### config.mk
export PLATFORM = sky130hd
export DESIGN_NAME = layer_output_serializer_flat
export DESIGN_NICKNAME = d
export VERILOG_FILES = /design/src/rtl/layer_output_serializer_if.sv /design/src/rtl/layer_output_serializer.sv /design/src/flat_wrapper.sv
export SDC_FILE = /design/constraint.sdc
export NUM_CORES = 1
export LEC_CHECK = 0
export ABC_AREA = 1
export BUFFER_PORTS_ARGS = -buffer_cell sky130_fd_sc_hd__buf_2
export CAP_MARGIN = 20
export CORE_ASPECT_RATIO = 0.8
export CORE_UTILIZATION = 49
export CTS_BUF_LIST = sky130_fd_sc_hd__clkbuf_4 sky130_fd_sc_hd__clkbuf_8 sky130_fd_sc_hd__clkbuf_16
export DETAILED_ROUTE_END_ITERATION = 8
export PLACE_DENSITY_LB_ADDON = 0.25
export SLEW_MARGIN = 20
export SYNTH_ARGS = -nofsm -noshare
export SYNTH_HDL_FRONTEND = slang
export SYNTH_SLANG_ARGS = --single-unit
export TNS_END_PERCENT = 50
### constraint.sdc
create_clock -name clk -period 1.9 [get_ports clk]
set_input_delay 0.38 -clock clk [delete_from_list [all_inputs] [get_ports clk]]
set_output_delay 0.38 -clock clk [all_outputs]
set_load 0.05 [all_outputs]
### src/rtl/layer_output_serializer_if.sv
`default_nettype none
// ============================================================================
// Module      : layer_output_serializer_if
// Description : Neuron-bank capture inputs and serialized activation stream.
// Revision    : 1.0 - initial release
// ============================================================================
interface layer_output_serializer_if #(
    parameter int NUM_NEURONS = 30,
    parameter int DATA_WIDTH  = 16
);
    logic [NUM_NEURONS*DATA_WIDTH-1:0] neuron_out;
    logic [NUM_NEURONS-1:0]            neuron_valid;
    logic [DATA_WIDTH-1:0]             out_data;
    logic                              out_valid;
    logic                              frame_done;
    logic                              busy;
    logic                              overrun;

    modport master (
        output neuron_out,
        output neuron_valid,
        input  out_data,
        input  out_valid,
        input  frame_done,
        input  busy,
        input  overrun
    );

    modport slave (
        input  neuron_out,
        input  neuron_valid,
        output out_data,
        output out_valid,
        output frame_done,
        output busy,
        output overrun
    );
endinterface
`default_nettype wire

### src/rtl/layer_output_serializer.sv
`default_nettype none
// ============================================================================
// Module      : layer_output_serializer
// Description : Collects one activation per neuron, then streams them in order.
// Revision    : 1.0 - initial release
// ============================================================================
module layer_output_serializer #(
    parameter int NUM_NEURONS = 30,
    parameter int DATA_WIDTH  = 16,
    parameter int IDX_WIDTH   = (NUM_NEURONS > 1) ? $clog2(NUM_NEURONS) : 1
) (
    input  wire logic                 clk,
    input  wire logic                 rst,
    layer_output_serializer_if.slave  bus_io
);

    localparam logic [0:0]             c_ST_COLLECT = 1'b0;
    localparam logic [0:0]             c_ST_SHIFT   = 1'b1;
    localparam logic [IDX_WIDTH-1:0]   c_IDX_LAST   = IDX_WIDTH'(NUM_NEURONS - 1);
    localparam logic [NUM_NEURONS-1:0] c_ALL_ONES   = '1;

    logic [0:0]             state_q, state_d;
    logic [NUM_NEURONS-1:0] mask_q, mask_d;
    logic [IDX_WIDTH-1:0]   idx_q, idx_d;
    logic [DATA_WIDTH-1:0]  out_data_q, out_data_d;
    logic                   out_valid_q, out_valid_d;
    logic                   frame_done_q, frame_done_d;
    logic                   busy_q, busy_d;
    logic                   overrun_q, overrun_d;
    logic [DATA_WIDTH-1:0]  hold_q [NUM_NEURONS];
    logic                   frame_complete;

    // Completion counts neurons reporting in this very cycle.
    assign frame_complete = (state_q == c_ST_COLLECT) &&
                            ((mask_q | bus_io.neuron_valid) == c_ALL_ONES);

    always_ff @(posedge clk) begin
        if (rst) begin
            state_q <= c_ST_COLLECT;
        end else begin
            state_q <= state_d;
        end
    end

    always_comb begin
        state_d = state_q;
        case (state_q)
            c_ST_COLLECT: if (frame_complete)      state_d = c_ST_SHIFT;
            c_ST_SHIFT:   if (idx_q == c_IDX_LAST) state_d = c_ST_COLLECT;
            default:                               state_d = c_ST_COLLECT;
        endcase
    end

    always_comb begin
        mask_d       = mask_q;
        idx_d        = idx_q;
        out_data_d   = out_data_q;
        out_valid_d  = 1'b0;
        frame_done_d = 1'b0;
        busy_d       = busy_q;
        overrun_d    = overrun_q;
        case (state_q)
            c_ST_COLLECT: begin
                mask_d = mask_q | bus_io.neuron_valid;
                if (|(bus_io.neuron_valid & mask_q)) overrun_d = 1'b1;
                // busy spans the frame_done cycle, then drops unless a new frame starts
                if (frame_done_q) busy_d = 1'b0;
                if (frame_complete) begin
                    mask_d = '0;
                    idx_d  = '0;
                    busy_d = 1'b1;
                end
            end
            c_ST_SHIFT: begin
                mask_d       = '0;
                out_data_d   = hold_q[idx_q];
                out_valid_d  = 1'b1;
                frame_done_d = (idx_q == c_IDX_LAST);
                idx_d        = (idx_q == c_IDX_LAST) ? '0 : idx_q + IDX_WIDTH'(1);
                if (|bus_io.neuron_valid) overrun_d = 1'b1;
            end
            default: begin
                mask_d = '0;
            end
        endcase
    end

    always_ff @(posedge clk) begin
        if (rst) begin
            mask_q       <= '0;
            idx_q        <= '0;
            out_data_q   <= '0;
            out_valid_q  <= 1'b0;
            frame_done_q <= 1'b0;
            busy_q       <= 1'b0;
            overrun_q    <= 1'b0;
        end else begin
            mask_q       <= mask_d;
            idx_q        <= idx_d;
            out_data_q   <= out_data_d;
            out_valid_q  <= out_valid_d;
            frame_done_q <= frame_done_d;
            busy_q       <= busy_d;
            overrun_q    <= overrun_d;
        end
    end

    // Holding words need no reset: they are only read after a full capture.
    always_ff @(posedge clk) begin
        for (int i = 0; i < NUM_NEURONS; i++) begin
            if ((state_q == c_ST_COLLECT) && bus_io.neuron_valid[i]) begin
                hold_q[i] <= bus_io.neuron_out[i*DATA_WIDTH +: DATA_WIDTH];
            end
        end
    end

    assign bus_io.out_data   = out_data_q;
    assign bus_io.out_valid  = out_valid_q;
    assign bus_io.frame_done = frame_done_q;
    assign bus_io.busy       = busy_q;
    assign bus_io.overrun    = overrun_q;

endmodule
`default_nettype wire

### src/flat_wrapper.sv
// flat-port wrapper written by rule: the top's interface ports become plain ports
module layer_output_serializer_flat 
#(
    parameter int NUM_NEURONS = 30,
    parameter int DATA_WIDTH  = 16,
    parameter int IDX_WIDTH   = (NUM_NEURONS > 1) ? $clog2(NUM_NEURONS) : 1
)
  (clk, rst, bus_io_neuron_out, bus_io_neuron_valid, bus_io_out_data, bus_io_out_valid, bus_io_frame_done, bus_io_busy, bus_io_overrun);
  layer_output_serializer_if #(.NUM_NEURONS(NUM_NEURONS), .DATA_WIDTH(DATA_WIDTH)) bus_io_i ();
  input  wire logic clk;
  input  wire logic rst;
  input wire logic [$bits(bus_io_i.neuron_out)-1:0] bus_io_neuron_out;
  input wire logic [$bits(bus_io_i.neuron_valid)-1:0] bus_io_neuron_valid;
  output wire logic [$bits(bus_io_i.out_data)-1:0] bus_io_out_data;
  output wire logic [$bits(bus_io_i.out_valid)-1:0] bus_io_out_valid;
  output wire logic [$bits(bus_io_i.frame_done)-1:0] bus_io_frame_done;
  output wire logic [$bits(bus_io_i.busy)-1:0] bus_io_busy;
  output wire logic [$bits(bus_io_i.overrun)-1:0] bus_io_overrun;
  assign bus_io_i.neuron_out = bus_io_neuron_out;
  assign bus_io_i.neuron_valid = bus_io_neuron_valid;
  assign bus_io_out_data = bus_io_i.out_data;
  assign bus_io_out_valid = bus_io_i.out_valid;
  assign bus_io_frame_done = bus_io_i.frame_done;
  assign bus_io_busy = bus_io_i.busy;
  assign bus_io_overrun = bus_io_i.overrun;
  layer_output_serializer #(.NUM_NEURONS(NUM_NEURONS), .DATA_WIDTH(DATA_WIDTH), .IDX_WIDTH(IDX_WIDTH)) u_core (.clk(clk), .rst(rst), .bus_io(bus_io_i));
endmodule
* Word level (Yosys, flattened, before mapping)
Memories as Yosys holds them, arrays and structs flattened. A register that Yosys moved wholly into a read port is not among the register bits. Index checks and enable logic that the tools add are counted.
Word-level totals: bits of input ports 512, memories kept 1, flip-flop bits (word level) 40, word-level logic and storage cells 128, bits in writable memories 480
Memories:
- u_core.hold_q | words 30, width 16, read ports 1, clocked after Yosys merged registers in 1, write ports 30, RTL line layer_output_serializer.sv:30 | logic [DATA_WIDTH-1:0] hold_q [NUM_NEURONS];
Cells by class: bitwise operators 3, reduce and logical (&&, ||, !) cells 37, mux-type cells 74, $add $sub $neg 1, equal/unequal tests 5
Operators by type and width (count):
- $mux 1 | 67
- $pmux 30 s2 | 1
- $reduce_or 30->1 | 2
- $logic_and 1x1->1 | 31
- $and 30x30->30 | 1
- $eq 30x30->1 const B | 1
- $mux 30 | 1
- $or 30x30->30 | 1
- $mux 5 | 2
- $pmux 5 s2 | 1
- $add 5x1->5 const B | 1
- $eq 5x5->1 const B | 1
- $ne 2x2->1 const B | 2
- $pmux 1 s2 | 2
- $reduce_and 2->1 | 2
- $ne 2x1->1 const B | 1
- $reduce_bool 2->1 | 1
- $reduce_or 2->1 | 1
- $not 1->1 | 1

* Logic depth before layout (Yosys ltp)
depth in word-level cells 5, gate-level depth with buffers 14, gate-level depth less buffers 11

* Worst setup path before layout
No wires, ideal clock.
path type reg2reg, from register u_core.state_q, to memory u_core.hold_q[11][0] (enable), buffers on the path 2, path slack 0.100 ns, stages on the path, launching flop included 4, arrival time 1.411 ns, period minus slack after synthesis 1.800 ns, cells stage by stage dfxtp_1 clkbuf_1 clkbuf_1 nor2_1
RTL lines:
- from (decl) | RTL line layer_output_serializer.sv:22 | logic [0:0] state_q, state_d;
- from (signal assigned) | RTL line layer_output_serializer.sv:39 | state_q <= c_ST_COLLECT;
- from (signal assigned) | RTL line layer_output_serializer.sv:41 | state_q <= state_d;
- to (decl) | RTL line layer_output_serializer.sv:30

==> impl_metrics.py <==
metrics = {
    "layout": {
        "fin_util_pct": 74.6,
        "mostFrequentLayoutCell": "nand2_1",
        "most-common-layout-cells": "nand2_1 (581), buf_2 (531), dlygate4sd3_1 (480), edfxtp_1 (480), nor2_1 (280)",
        "area_growth_syn_to_layout_pct": 49.4,
        "final_net_count": 3678,
        "fin_cells": 3824,
        "layout-drive-gt1-share_pct": 25.7,
    },
    "detailed_routing": {
        "dr.pass1.iters": 9,
        "vias_per_cell": 5.54,
        "wl_mm": 91.2,
        "drtIter0Drc": 2832,
        "num_vias": 21200,
        "wl_per_cell_um": 23.9,
        "final_antenna_net_count": 0,
        "drcViolationCount": 0,
    },
    "clock_tree": {
        "clkSinkCount": 536,
        "cts_tree": "built",
        "clkTransAtPathRegs_ps": 70,
        "clockBufferDepth": 3,
        "insertion_delay_ps": 600,
        "cts_buffers": 53,
        "cts_root_buf": "clkbuf_16",
        "h-tree-depth": 2,
    },
    "global_routing": {
        "grt_pass1_vias": 21300,
        "antenna_found_initial": 15,
        "grt_pass1_wl_mm": 126,
        "grt_start_max_net_pins": 62,
        "grt.total_usage_pct": 37.8,
        "gr-total-overflow": 0,
    },
    "placed_design": {
        "dp.cells": 3208,
        "place_congestion": 0.932,
        "post-dp-hpwl_mm": 54.9,
        "port_buffers": 531,
    },
    "worst_hold_path": {
        "hold_depth": 3,
        "hp-start": "bus_io_neuron_valid[25]",
        "hp-class": "in2reg",
        "min_to": "u_core.mask_q[25]$_SDFF_PP0_",
    },
    "floorplan": {
        "fp.dieH_um": 193,
        "die_area_um2": 46200,
        "std_cell_rows": 69,
        "die_x_um": 240,
        "num_io_pins": 532,
        "start_util_pct": 49.9,
        "core_area_um2": 44500,
    },
    "worst_setup_path": {
        "cp-end-kind": "flip-flop",
        "cp.required_ps": 2420,
        "cp_top_family": "simple AND/OR/NAND/NOR gates",
        "rrSetupSlack_ps": -50,
        "crit_arrival_ps": 2470,
        "cp-start-kind": "flip-flop",
        "cp_cell_sequence": "buf_6 > clkbuf_16 > buf_16 > nand2_1 > nand2_1 > o21ai_1 > nand2_1 > nand2_2 > nor2_1 > nor2_2 > nand2_1 > a21oi_2",
        "reg2reg_from": "u_core.idx_q[0]$_SDFFE_PP0P_",
        "crit_path_max_fanout": 14,
        "timing.rr.end": "u_core.bus_io.out_data[3]$_SDFFE_PP0P_",
        "path_buf_inv": 3,
        "slowest_stage": "dfxtp_4",
        "reg2reg_depth": 12,
        "cp_common_cell": "nand2_1",
        "cp_slowest_stage_delay_ps": 410,
        "path_class": "reg2reg",
    },
    "timing": {
        "worst_slew_pin_slew_ps": 433,
        "fin_ws_ps": -47.9,
        "slew_viol_final": 0,
        "timing.slew.headroom_pct": 71.0,
        "setup_violations": 2,
        "whs_ps": 69.6,
        "hold_viol_final": 0,
        "rsz0062_at_grt": "yes",
        "timing.fmax_mhz": 513,
        "finClkSkew_ps": 15.5,
        "timing.final.crit_share_pct": 103,
        "period_minus_slack_ps": 1950,
    },
    "power_and_ir_drop": {
        "power_density_nw_per_um2": 814,
        "sw_frac_of_total_pct": 22.7,
        "p_switching_mw": 6.15,
        "pwr-share-comb_pct": 9.2,
        "p_leak_nw": 14.4,
        "sequentialPowerShare_pct": 50.9,
        "p_clk_share_pct": 39.9,
        "p_int_mw": 20.9,
        "ir_drop_mv": 0.668,
    },
    "job": {
        "maxCapViolCount": 0,
    },
    "outcome": {
        "status": "finished, violations left",
        "violations": "setup timing",
    },
    "yosys": {
        "ys_types": 31,
        "syn_area_um2": 22200,
        "synthCells": 2082,
        "avgSynthCellArea_um2": 10.7,
        "synth_top_area_share_pct": 64.8,
        "synth_area_leader_cell": "edfxtp_1",
        "synth_top_cells_by_area": "edfxtp_1 (65%), nand2_1 (10%), nor2_1 (5.4%), dfxtp_1 (5.0%), inv_1 (2.7%)",
        "synth_seq_cells": 536,
        "yosysWarnings": 0,
        "syn-num-nets": 2596,
        "seq_area_frac_synth_pct": 69.9,
    },
}
[metrics by stage]
stage | TNS, ps | setup slack [ps] | total power [mW] | area [um2]
floorplan | 0 | 100 | 14.5 | 22200
global placement | -497 | -146 | 15.5 | 26000
detailed placement | -635 | -139 | 15.5 | 26000
CTS | -61.8 | -13.9 | 26.7 | 32600
global route | -662 | -95.4 | 27.7 | 33200
finish | -89.5 | -47.9 | 27.1 | 33200
[layout make-up]
class / count / area, um2
Timing Repair Buffer: 1133 / 8900
Fill cell: 2849 / 11300
Multi-Input combinational cell: 1278 / 5620
Inverter: 162 / 626
Clock buffer: 63 / 1440
Clock inverter: 34 / 300
Tap cell: 603 / 754
Sequential cell: 536 / 15500
Antenna cell: 15 / 37.5
[kinds of logic after synthesis]
kind of cell	after synthesis	share of synthesized area, %
buffers and inverters	268	5.91
xor gates and xnor gates	3	0.118
adders and majority gates	2	0.113
and+or+nand+nor	1051	18.7
AOI/OAI and AO/OA	222	5.29
DFF	536	69.9
[worst max path at each step]
stage	from	end	slack [ps]	cells after the start
floorplan	u_core.state_q$_SDFF_PP0_	u_core.hold_q[11][0]$_DFFE_PP_	100	3
global placement	u_core.idx_q[0]$_SDFFE_PP0P_	u_core.bus_io.out_data[5]$_SDFFE_PP0P_	-150	12
detailed placement	u_core.idx_q[0]$_SDFFE_PP0P_	u_core.bus_io.out_data[4]$_SDFFE_PP0P_	-140	12
CTS	u_core.idx_q[0]$_SDFFE_PP0P_	u_core.bus_io.out_data[14]$_SDFFE_PP0P_	-10	12
global route	u_core.idx_q[0]$_SDFFE_PP0P_	u_core.bus_io.out_data[6]$_SDFFE_PP0P_	-100	13
finish	u_core.idx_q[0]$_SDFFE_PP0P_	u_core.bus_io.out_data[3]$_SDFFE_PP0P_	-50	12
[layer usage]
metal  vias up  track usage, %  part of all wire, %
met2      1762            59.3                   46
met3       403            9.07                   12
met5         -               0                0.012
met4         2            21.8                  5.8
met1      9895            48.2                   36
li1       9117               -                    -
[synth_stat cells, drive strengths merged]
cell type  number
ha              2
clkinv          1
and3            4
nand3          96
or2             9
edfxtp        480
nor2          323
o21ai         150
nor3            8
a21oi          42
xor2            3
o211ai         22
clkbuf         25
o22ai           8
nand4           9
dfxtp          56
nor4            6
nand2         596
buf            81
inv           161
[repair_timing]
action / 4_1_cts / 5_1_grt
buffers inserted: 0 / 13
endpoints found under the setup margin: 12 / 16
pin swaps: 0 / 29
hold buffers: 480 / 0
hold endpoints to repair: 480 / 0
gates resized for setup: 13 / 78
cloned: 1 / 10
[worst register-to-register path: stages (launching register included)]
cell	delay [ps]
dfxtp_4	410
buf_6	140
clkbuf_16	170
buf_16	160
nand2_1	120
nand2_1	80
o21ai_1	80
nand2_1	120
nand2_2	100
nor2_1	50
nor2_2	180
nand2_1	100
a21oi_2	170
[power groups by stage]
stage / sequential (mW) / clock, mW / combinational (mW)
finish: 13.8 / 10.8 / 2.48
global route: 13.8 / 11.3 / 2.62
CTS: 13.7 / 10.7 / 2.33
detailed placement: 14.0 / 0 / 1.52
global placement: 14.0 / 0 / 1.50
floorplan: 13.9 / 0 / 0.547
[registers in the layout, indices dropped and copies added (netlist names)]
name                      count
u_core.bus_io.overrun         1
u_core.mask_q                30
u_core.bus_io.out_data       16
u_core.hold_q               480
u_core.bus_io.busy            1
u_core.bus_io.frame_done      1
u_core.idx_q                  5
u_core.state_q                1
u_core.bus_io.out_valid       1
No activity file was read; power rests on OpenSTA's default activity.
